==> config.mk <==
export PLATFORM = sky130hd
export DESIGN_NAME = ex_muldiv_unit
export DESIGN_NICKNAME = d
export VERILOG_FILES = /design/src/rtl/ex_pkg.sv /design/src/rtl/ex_muldiv_datapath.sv /design/src/rtl/ex_muldiv_unit.sv
export SDC_FILE = /design/constraint.sdc
export NUM_CORES = 1
export LEC_CHECK = 0
export CELL_PAD_IN_SITES_DETAIL_PLACEMENT = 0
export CELL_PAD_IN_SITES_GLOBAL_PLACEMENT = 1
export CORE_MARGIN = 4
export CORE_UTILIZATION = 45
export CTS_BUF_LIST = sky130_fd_sc_hd__clkbuf_4
export DETAILED_ROUTE_END_ITERATION = 16
export PLACE_DENSITY_LB_ADDON = 0.1
export SETUP_SLACK_MARGIN = 0.02
export SKIP_CTS_REPAIR_TIMING = 1
export SLEW_MARGIN = 10
export SYNTH_ARGS = -nofsm -noshare
export SYNTH_HDL_FRONTEND = slang
export SYNTH_HIERARCHICAL = 1
export SYNTH_SLANG_ARGS = --single-unit
export TNS_END_PERCENT = 1
==> constraint.sdc <==
create_clock -name clk -period 7.2 [get_ports clk]
set_input_delay 0.72 -clock clk [delete_from_list [all_inputs] [get_ports clk]]
set_output_delay 0.72 -clock clk [all_outputs]
set_load 0.005 [all_outputs]
==> src/rtl/ex_pkg.sv <==
// Shared definitions for the RV32M execute-stage multiply/divide unit:
// fnc3 opcodes, FSM state encoding and the default operand width.
package ex_pkg;

  localparam int XLEN_DEF = 32;

  localparam logic [2:0] MULDIV_MUL    = 3'b000;
  localparam logic [2:0] MULDIV_MULH   = 3'b001;
  localparam logic [2:0] MULDIV_MULHSU = 3'b010;
  localparam logic [2:0] MULDIV_MULHU  = 3'b011;
  localparam logic [2:0] MULDIV_DIV    = 3'b100;
  localparam logic [2:0] MULDIV_DIVU   = 3'b101;
  localparam logic [2:0] MULDIV_REM    = 3'b110;
  localparam logic [2:0] MULDIV_REMU   = 3'b111;

  typedef enum logic [1:0] {
    ST_IDLE = 2'd0,
    ST_CALC = 2'd1,
    ST_DONE = 2'd2
  } state_e;

endpackage

==> src/rtl/ex_muldiv_datapath.sv <==
// One radix-2 iteration on magnitudes: shift-add multiply step or
// restoring-divide step. Purely combinational; state lives in the top.
module ex_muldiv_datapath #(
  parameter int XLEN = 32
) (
  input  logic            is_div_i,
  input  logic [XLEN-1:0] acc_i,
  input  logic [XLEN-1:0] lo_i,
  input  logic [XLEN-1:0] m_i,
  output logic [XLEN-1:0] acc_o,
  output logic [XLEN-1:0] lo_o
);

  logic [XLEN:0] sum;
  logic [XLEN:0] shifted;
  logic [XLEN:0] diff;

  always_comb begin
    // NOTE: every combinational output gets a default first so no path infers a latch.
    acc_o   = acc_i;
    lo_o    = lo_i;
    sum     = '0;
    shifted = '0;
    diff    = '0;
    if (is_div_i) begin
      // acc = partial remainder, lo = dividend shifting out / quotient shifting in
      shifted = {acc_i, lo_i[XLEN-1]};
      diff    = shifted - {1'b0, m_i};
      if (diff[XLEN]) begin
        acc_o = shifted[XLEN-1:0];
        lo_o  = {lo_i[XLEN-2:0], 1'b0};
      end else begin
        acc_o = diff[XLEN-1:0];
        lo_o  = {lo_i[XLEN-2:0], 1'b1};
      end
    end else begin
      // {acc, lo} is the 2*XLEN product register; lo starts as the multiplier
      sum   = {1'b0, acc_i} + (lo_i[0] ? {1'b0, m_i} : '0);
      acc_o = sum[XLEN:1];
      lo_o  = {sum[0], lo_i[XLEN-1:1]};
    end
  end

endmodule

==> src/rtl/ex_muldiv_unit.sv <==
// RV32M iterative multiply/divide unit with ID/IE stall handshake.
// Optional build macro FAST_MUL_EN: single-cycle MUL* using one '*'.
module ex_muldiv_unit
  import ex_pkg::*;
#(
  parameter int XLEN  = XLEN_DEF,
  parameter int CNT_W = 6
) (
  input  logic            clk,
  input  logic            rst,
  input  logic            start_i,
  input  logic [2:0]      fnc3_i,
  input  logic [XLEN-1:0] op_a_i,
  input  logic [XLEN-1:0] op_b_i,
  input  logic [4:0]      rd_i,
  input  logic            kill_i,
  output logic            stall_o,
  output logic            result_valid_o,
  output logic [XLEN-1:0] result_o,
  output logic [4:0]      rd_o
);

  localparam logic [XLEN-1:0] MinInt = {1'b1, {(XLEN-1){1'b0}}};

  state_e            state_q, state_d;
  logic [CNT_W-1:0]  cnt_q;
  logic [2:0]        fnc3_q;
  logic [4:0]        rd_q, rd_out_q;
  logic              neg_q;
  logic [XLEN-1:0]   m_q, acc_q, lo_q, result_q;

  logic              acc_is_div, signed_a, signed_b, a_neg, b_neg, acc_neg;
  logic [XLEN-1:0]   abs_a, abs_b;
  logic              special, direct_mul, direct;
  logic [XLEN-1:0]   special_res, direct_res;
  logic              accept, last_iter;
  logic [XLEN-1:0]   step_acc, step_lo;
  logic [2*XLEN-1:0] prod_fix;
  logic [XLEN-1:0]   quo_fix, rem_fix, calc_res;

  // Operand conditioning for the op presented in the accept cycle
  assign acc_is_div = fnc3_i[2];
  assign signed_a   = (fnc3_i != MULDIV_MULHU) && (fnc3_i != MULDIV_DIVU) &&
                      (fnc3_i != MULDIV_REMU);
  assign signed_b   = signed_a && (fnc3_i != MULDIV_MULHSU);
  assign a_neg      = signed_a & op_a_i[XLEN-1];
  assign b_neg      = signed_b & op_b_i[XLEN-1];
  assign abs_a      = a_neg ? -op_a_i : op_a_i;
  assign abs_b      = b_neg ? -op_b_i : op_b_i;
  // Remainder takes the dividend's sign; quotient and product take the xor
  assign acc_neg    = (acc_is_div && fnc3_i[1]) ? a_neg : (a_neg ^ b_neg);

  always_comb begin
    special     = 1'b0;
    special_res = '0;
    if (acc_is_div && (op_b_i == '0)) begin
      special     = 1'b1;
      special_res = fnc3_i[1] ? op_a_i : '1;
    end else if (acc_is_div && !fnc3_i[0] && (op_a_i == MinInt) && (op_b_i == '1)) begin
      special     = 1'b1;
      special_res = fnc3_i[1] ? '0 : MinInt;
    end
  end

`ifdef FAST_MUL_EN
  logic [2*XLEN-1:0] fast_prod, fast_fix;
  assign fast_prod  = {{XLEN{1'b0}}, abs_a} * {{XLEN{1'b0}}, abs_b};
  assign fast_fix   = acc_neg ? -fast_prod : fast_prod;
  assign direct_mul = ~acc_is_div;
  assign direct_res = acc_is_div ? special_res :
                      (fnc3_i == MULDIV_MUL) ? fast_fix[XLEN-1:0] : fast_fix[2*XLEN-1:XLEN];
`else
  assign direct_mul = 1'b0;
  assign direct_res = special_res;
`endif

  assign direct    = special | direct_mul;
  assign accept    = (state_q == ST_IDLE) && start_i && !kill_i;
  assign last_iter = (state_q == ST_CALC) && (cnt_q == CNT_W'(XLEN-1));

  ex_muldiv_datapath #(.XLEN(XLEN)) u_datapath (
    .is_div_i (fnc3_q[2]),
    .acc_i    (acc_q),
    .lo_i     (lo_q),
    .m_i      (m_q),
    .acc_o    (step_acc),
    .lo_o     (step_lo)
  );

  // Sign fix and width selection applied to the final iteration's output
  assign prod_fix = neg_q ? -{step_acc, step_lo} : {step_acc, step_lo};
  assign quo_fix  = neg_q ? -step_lo  : step_lo;
  assign rem_fix  = neg_q ? -step_acc : step_acc;
  assign calc_res = fnc3_q[2] ? (fnc3_q[1] ? rem_fix : quo_fix) :
                    (fnc3_q == MULDIV_MUL) ? prod_fix[XLEN-1:0] : prod_fix[2*XLEN-1:XLEN];

  // State register
  always_ff @(posedge clk) begin
    // NOTE: sequential state uses non-blocking assignments so every register samples pre-edge values.
    if (rst) state_q <= ST_IDLE;
    else     state_q <= state_d;
  end

  // Next-state logic
  always_comb begin
    state_d = state_q;
    if (kill_i) begin
      state_d = ST_IDLE;
    end else begin
      unique case (state_q)
        ST_IDLE: if (start_i) state_d = direct ? ST_DONE : ST_CALC;
        ST_CALC: if (last_iter) state_d = ST_DONE;
        ST_DONE: state_d = ST_IDLE;
        default: state_d = ST_IDLE;
      endcase
    end
  end

  // Outputs
  always_comb begin
    stall_o        = 1'b0;
    result_valid_o = 1'b0;
    if (!kill_i) begin
      stall_o        = ((state_q == ST_IDLE) && start_i) || (state_q == ST_CALC);
      result_valid_o = (state_q == ST_DONE);
    end
  end

  assign result_o = result_q;
  assign rd_o     = rd_out_q;

  // Operand capture, iteration registers and result registers
  always_ff @(posedge clk) begin
    if (rst) begin
      cnt_q    <= '0;
      fnc3_q   <= '0;
      rd_q     <= '0;
      rd_out_q <= '0;
      neg_q    <= 1'b0;
      m_q      <= '0;
      acc_q    <= '0;
      lo_q     <= '0;
      result_q <= '0;
    end else if (accept) begin
      cnt_q  <= '0;
      fnc3_q <= fnc3_i;
      rd_q   <= rd_i;
      neg_q  <= acc_neg;
      acc_q  <= '0;
      m_q    <= acc_is_div ? abs_b : abs_a;
      lo_q   <= acc_is_div ? abs_a : abs_b;
      if (direct) begin
        result_q <= direct_res;
        rd_out_q <= rd_i;
      end
    end else if ((state_q == ST_CALC) && !kill_i) begin
      cnt_q <= cnt_q + 1'b1;
      acc_q <= step_acc;
      lo_q  <= step_lo;
      if (last_iter) begin
        result_q <= calc_res;
        rd_out_q <= rd_q;
      end
    end
  end

endmodule

Yosys cells after proc, flatten, opt, wreduce, memory -nomap -nowiden
Cells that the tools add are included. Widths: inputs -> output; s select.

Bits in registers: 150. Logic and storage cells: 95. Bits of input ports: 76. Output and inout port bits: 39.

Reductions and logical operators: 24. Bitwise logic cells: 3. Equal/unequal tests: 12. Muxes and demuxes: 38. Add/sub/neg operators: 8.

Operators with widths (count): $mux 32 (23); $neg 32->32 (4); $eq 32x32->1 const B (2); $mux 64 (1); $neg 64->64 (1); $add 32x33->33 (1); $sub 33x32->33 (1); $logic_not 32->1 (1); $mux 5 (4); $logic_and 1x1->1 (12); $add 6x1->6 const B (1); $eq 6x5->1 const B (1); $mux 1 (6); $mux 2 (3); $ne 2x2->1 const B (3); $ne 3x2->1 const B (2); $ne 3x3->1 const B (2); $pmux 2 s2 (1); $reduce_bool 2->1 (2); $reduce_or 2->1 (2); $logic_not 3->1 (1); $reduce_and 3->1 (1); $and 1x1->1 (2); $eq 2x1->1 const B (1); 6 further kinds (7).

Longest topological paths before layout
Depth after elaboration: 10. Mapped depth: 25. Mapped depth without buffers: 21.

Modules after synthesis
Netlist, hierarchy kept.

By module, submodules not included: ex_muldiv_unit (area an instance 10852.9 um2, instances 1, cells an instance 1458, seq. area each 3002.9 um2); ex_muldiv_datapath (area an instance 4829.6 um2, instances 1, cells an instance 712, seq. area each 0.0 um2).

Worst setup path after synthesis
No wires, ideal clock.

Kind: register -> register. Start point: register lo_q[31]. End point: register result_q[30] (netlist: result_o[30]). Library setup time: 0.119 ns. Clock period less this slack: 5.888 ns. Path slack: 1.312 ns. Stages on the path, launching flop included: 25. Required time: 7.081 ns. Data arrival time: 5.769 ns. Buffers on the path: 3. Path through: dfxtp_1 inv_1 ha_1 fa_1 nand2b_1 a21oi_1 o31a_1 a21oi_1 a2111oi_0 nor4_1 or3_1 nand2_1 buf_2 o311ai_0 inv_1 ha_1 or4b_4 buf_6 or4b_1 buf_2 or4_1 o21ai_1 xnor2_1 a21oi_2 o21ai_1.

Cells in the longest elaborated chain, start to end: 10. Elaborated cells on any way between the ends: 17. Classes of those cells: add/sub: 4; mux: 13.

Ends and longest elaborated chain: start: declaration (line ex_muldiv_unit.sv:30) `logic [XLEN-1:0] m_q, acc_q, lo_q, result_q;`; start signal: assignment (line ex_muldiv_unit.sv:151) `lo_q <= acc_is_div ? abs_a : abs_b;`; start signal: assignment (line ex_muldiv_unit.sv:159) `lo_q <= step_lo;`; $sub 33x32->33 (line ex_muldiv_datapath.sv:28) `diff = shifted - {1'b0, m_i};`; $mux 32 * (line ex_muldiv_datapath.sv:29) `if (diff[XLEN]) begin`; $mux 32 * (line ex_muldiv_datapath.sv:25) `if (is_div_i) begin`; via step_acc[0] (line ex_muldiv_unit.sv:37) `logic [XLEN-1:0] step_acc, step_lo;`; $neg 64->64 or $neg 32->32 (tied branches) (line ex_muldiv_unit.sv:91, ex_muldiv_unit.sv:93); $mux 64 or $mux 32 (tied branches) (line ex_muldiv_unit.sv:91, ex_muldiv_unit.sv:93); $mux 32, on equally long branches (line ex_muldiv_unit.sv:95, ex_muldiv_unit.sv:94); $mux 32 * (line ex_muldiv_unit.sv:94) `assign calc_res = fnc3_q[2] ? (fnc3_q[1] ? rem_fix : quo_fix) :`; $mux 32 * (line ex_muldiv_unit.sv:160) `if (last_iter) begin`; $mux 32 * (line ex_muldiv_unit.sv:156) `end else if ((state_q == ST_CALC) && !kill_i) begin`; $mux 32 * (line ex_muldiv_unit.sv:144) `end else if (accept) begin`; end signal: assignment (line ex_muldiv_unit.sv:153) `result_q <= direct_res;`; end signal: assignment (line ex_muldiv_unit.sv:161) `result_q <= calc_res;`; end: declaration (line ex_muldiv_unit.sv:30).

Mark *: on every way through the listed nets, which the timed path passes. The rest lies on a longest branch. The select of a mux whose other input is x is not followed. A chain may end at the register's enable or synchronous reset.

Final worst setup path
Start point: register lo_q[31]. End point: register result_q[22] (netlist: result_o[22]).

Cells in the longest elaborated chain, start to end: 10. Elaborated cells on any way between the ends: 17. Classes of those cells: add/sub: 4; mux: 13.

Ends and longest elaborated chain (line): $sub 33x32->33 * (ex_muldiv_datapath.sv:28); $mux 32 * (ex_muldiv_datapath.sv:29); $mux 32 * (ex_muldiv_datapath.sv:25); via step_acc[18] (ex_muldiv_unit.sv:37); $neg 64->64 or $neg 32->32 (tied branches) (ex_muldiv_unit.sv:91, ex_muldiv_unit.sv:93); $mux 64 or $mux 32 (tied branches) (ex_muldiv_unit.sv:91, ex_muldiv_unit.sv:93); $mux 32, on equally long branches (ex_muldiv_unit.sv:95, ex_muldiv_unit.sv:94); $mux 32 * (ex_muldiv_unit.sv:94); $mux 32 * (ex_muldiv_unit.sv:160); $mux 32 * (ex_muldiv_unit.sv:156); $mux 32 * (ex_muldiv_unit.sv:144).

Marks and branches as above.

==> results by group <==
Power
  • LEAKAGE: 6.58 nW
  • Peak VDD IR: 0.0744 mV
  • Net Sw Frac: 41.8%
  • Sequential Power Share: 36.7%
  • Switching power: 1.02 mW
  • Clock power frac: 22.9%
  • Power per Cell Area: 142 nW/um^2
  • Comb pwr share: 40.5%
  • Cell Int Power: 1.42 mW

Floorplanning
  • Row count: 68
  • Initial Util: 45.5%
  • Core area: 34500 sq um
  • Chip width: 195 um
  • Die height: 195 um
  • Die ar.: 37900 sq um
  • Num ports: 115

Route
  • Initial drt markers: 1852
  • DRT antenna net count: 0
  • WL/cell: 23.7 um
  • Via density: 6.40
  • First-pass DRT Iterations: 5
  • Vias: 17062
  • DRC violation count after routing: 0
  • DRT Wirelength: 63300 um

Placed design
  • Port Buffers: 114
  • HPWL Detailed: 48800 um
  • Pre-CTS setup slack: 0.624 ns
  • Placed cells: 2633
  • Global placer's final weighted congestion: 0.971
  • Placement Cell Area: 17000 sq um

Worst setup path
  • Critical Path Max Stage Delay: 0.80 ns
  • Critical Path RT: 7.67 ns
  • Crit path kind: reg2reg
  • Worst Path Arrival: 7.17 ns
  • CP max-delay cell: or4_2
  • Largest delay share family, worst path: compound AO/OA/AOI/OAI gates
  • Crit. End Element: flip-flop
  • Cells along the critical path: inv_1, ha_1, fa_1, nand2b_1, a21oi_1, o31a_1, a21oi_1, a2111oi_0, buf_4, or4_4, nand3_1, buf_4, nand4_1, o221ai_1, or4_2, or4_2, o31ai_1, xor2_1, o211ai_1, a211oi_1, o21ai_1
  • Worst Setup Start Kind: flip-flop
  • Crit path max fanout: 16
  • Bufs and invs on worst path: 3

Global route
  • First-pass GRT wire length: 95500 um
  • GR Overflow Total: 0
  • Largest net degree at the start of global routing: 87
  • Initial antenna violation count: 1
  • Tot GR Track Use: 31.8%
  • Vias in the first global route: 15864

Finish
  • Most frequent cells in the layout: 286 x nand2_1, 180 x a21oi_1, 148 x dfxtp_1
  • Fin nets: 2345
  • Commonest non-fill, non-tap cell in the layout: nand2_1
  • Fin area: 17300 sq um
  • Final std cells w/o fill: 2667
  • Layout cell share with drive strength beyond 1: 7.56%
  • Area grow syn2layout: 10.0%

Hold path
  • Hold/Removal Path Class: in2reg

Yosys
  • Number of synthesized flops with an enable pin: 0
  • Synth Instances: 2170
  • #FFs+latches synth: 150
  • Mapped Area: 15700 sq um
  • Register area share after synthesis: 19.1%
  • Predominant post-synthesis flop cell: dfxtp_1
  • Synth warnings: 6
  • Post-Syn Nets: 2318
  • Async SR Flop Fraction: 0%
  • Synth cell types: 97
  • Synth Area per Inst: 7.23 sq um

Timing
  • Final Hold Fails: 0
  • Period Utilization, post-route: 93.0%
  • Final Setup Violations: 0
  • Slew HR: 23.0%
  • Fin worst setup slack: 0.503 ns
  • Final setup TNS: 0 ns
  • Max-slew violations: 0
  • Min cycle time layout: 6.70 ns
  • RSZ-0062 raised after global routing: no
  • Actual slew at the worst max-slew pin: 1.14 ns
  • Worst Skew: 0.0311 ns
  • Fmax: 149 MHz

CTS
  • Clock net sink count: 150
  • CTS tree: yes
  • CTS max path bufs: 2
  • Clock slew at reported path FFs: 0.12 ns
  • Worst-skew pair later-pin latency: 0.60 ns
  • Root buf cell: clkbuf_4
  • H-tree Lvls: 4
  • CTS buffer count: 17

Flow run
  • Max-cap violations: 0

Status
  • Status: finished clean
==> worst reg2reg max path, delay by kind of cell (launching register included) <==
kind	cells	cell delay [ns]
adders and majority gates	2	0.64
AOI/OAI and AO/OA	9	2.47
buffers and inverters	3	0.66
DFF	1	0.36
xor gates and xnor gates	1	0.22
and+or+nand+nor	6	2.23
==> path summary, 6_finish.rpt <==
check,from,endpoint,slack [ns],cells past startpoint
worst min-delay path,rst,lo_q[26],0.40,2
worst max-delay path,lo_q[31],result_o[22],0.50,21
worst min register to register,result_o[28],result_o[28],0.47,2
worst max register to register,lo_q[31],result_o[22],0.50,21
==> kinds of logic (layout without fill, tap and decap cells) <==
kind of cell	after synthesis	in the layout	share of synthesized area [%]
buffers and inverters	224	264	6.90
DFF	150	150	19.1
AOI/OAI and AO/OA	667	667	27.8
other	0	2	0
adders and majority gates	72	72	5.84
xor gates and xnor gates	181	181	10.1
and+or+nand+nor	804	804	25.3
muxes	72	72	4.92
==> power groups by stage <==
stage,Sequential (mW),Combinational (mW),Clock [mW]
final,0.897,0.989,0.559
after floorplan,0.892,0.667,0
after detailed placement,0.913,0.955,0
after CTS,0.895,0.963,0.566
after global placement,0.913,0.959,0
after global routing,0.900,1.06,0.591
==> through the flow <==
stage	power, mW	hold WS (ns)	util, %
after floorplan	1.56	0.427	-
after global placement	1.87	0.442	49.3
after detailed placement	1.87	0.452	49.3
after CTS	2.42	0.340	50.0
after global routing	2.55	0.366	50.1
final	2.44	0.405	50.1
==> synthesized netlist by cell type, types with 7 or more instances <==
master    instances  area share (%)
mux2i_1          40             2.6
buf_6            10            0.72
o41ai_1          23             1.3
a21o_1           44             2.1
or2_2            14            0.56
nand2b_1         18            0.72
o211ai_1         11            0.53
and3_1           12            0.48
o22ai_1          19            0.76
clkbuf_1        108             2.6
buf_4             7            0.34
nand3_1          53             1.7
buf_1            14            0.34
a211oi_1         21             1.0
o21bai_1         12            0.57
and2_1           43             1.7
mux2_2           31             2.2
ha_1             70             5.6
nand4_1          34             1.4
xor2_1           81             4.5
o21a_1            8            0.38
a22o_1           12            0.67
nor2_1          145             3.5
or3_1            31             1.2
or4_1            27             1.3
o21ai_0         138             4.4
nor4_1           27             1.1
o31ai_1          42             2.0
nor2b_1          12            0.48
nand2_1         286             6.8
o221ai_1         32             1.8
xnor2_1         100             5.6
a21oi_1         180             5.7
dfxtp_1         150              19
nor3_1           56             1.8
inv_1            64             1.5
a31oi_1          34             1.4
a311oi_1         21             1.2
buf_2            10            0.32
==> routing by layer <==
layer  global-route usage [%]  wire length (um)  vias up
li1                         -                 -     8037
met1                     44.4             27900     8123
met2                     49.8             28200      778
met3                     4.63              4900      124
met4                     12.1              2330        0
met5                        0                 0        -
==> registers in the layout, indices dropped and copies added, names as in the netlist <==
register  flops
rd_o          5
lo_q         32
acc_q        32
neg_q         1
rd_q          5
cnt_q         6
result_o     32
state_q       2
m_q          32
fnc3_q        3
==> final cells by class <==
class,instances,area [sq um]
fill,3547,17200
multi-input combinational,1796,11600
sequential,150,3010
timing repair buffer,166,1520
tap,455,569
inverter,66,248
clock buffer,18,135
clock inverter,14,133
antenna,2,5.00
(Power assumes the default switching activity.)
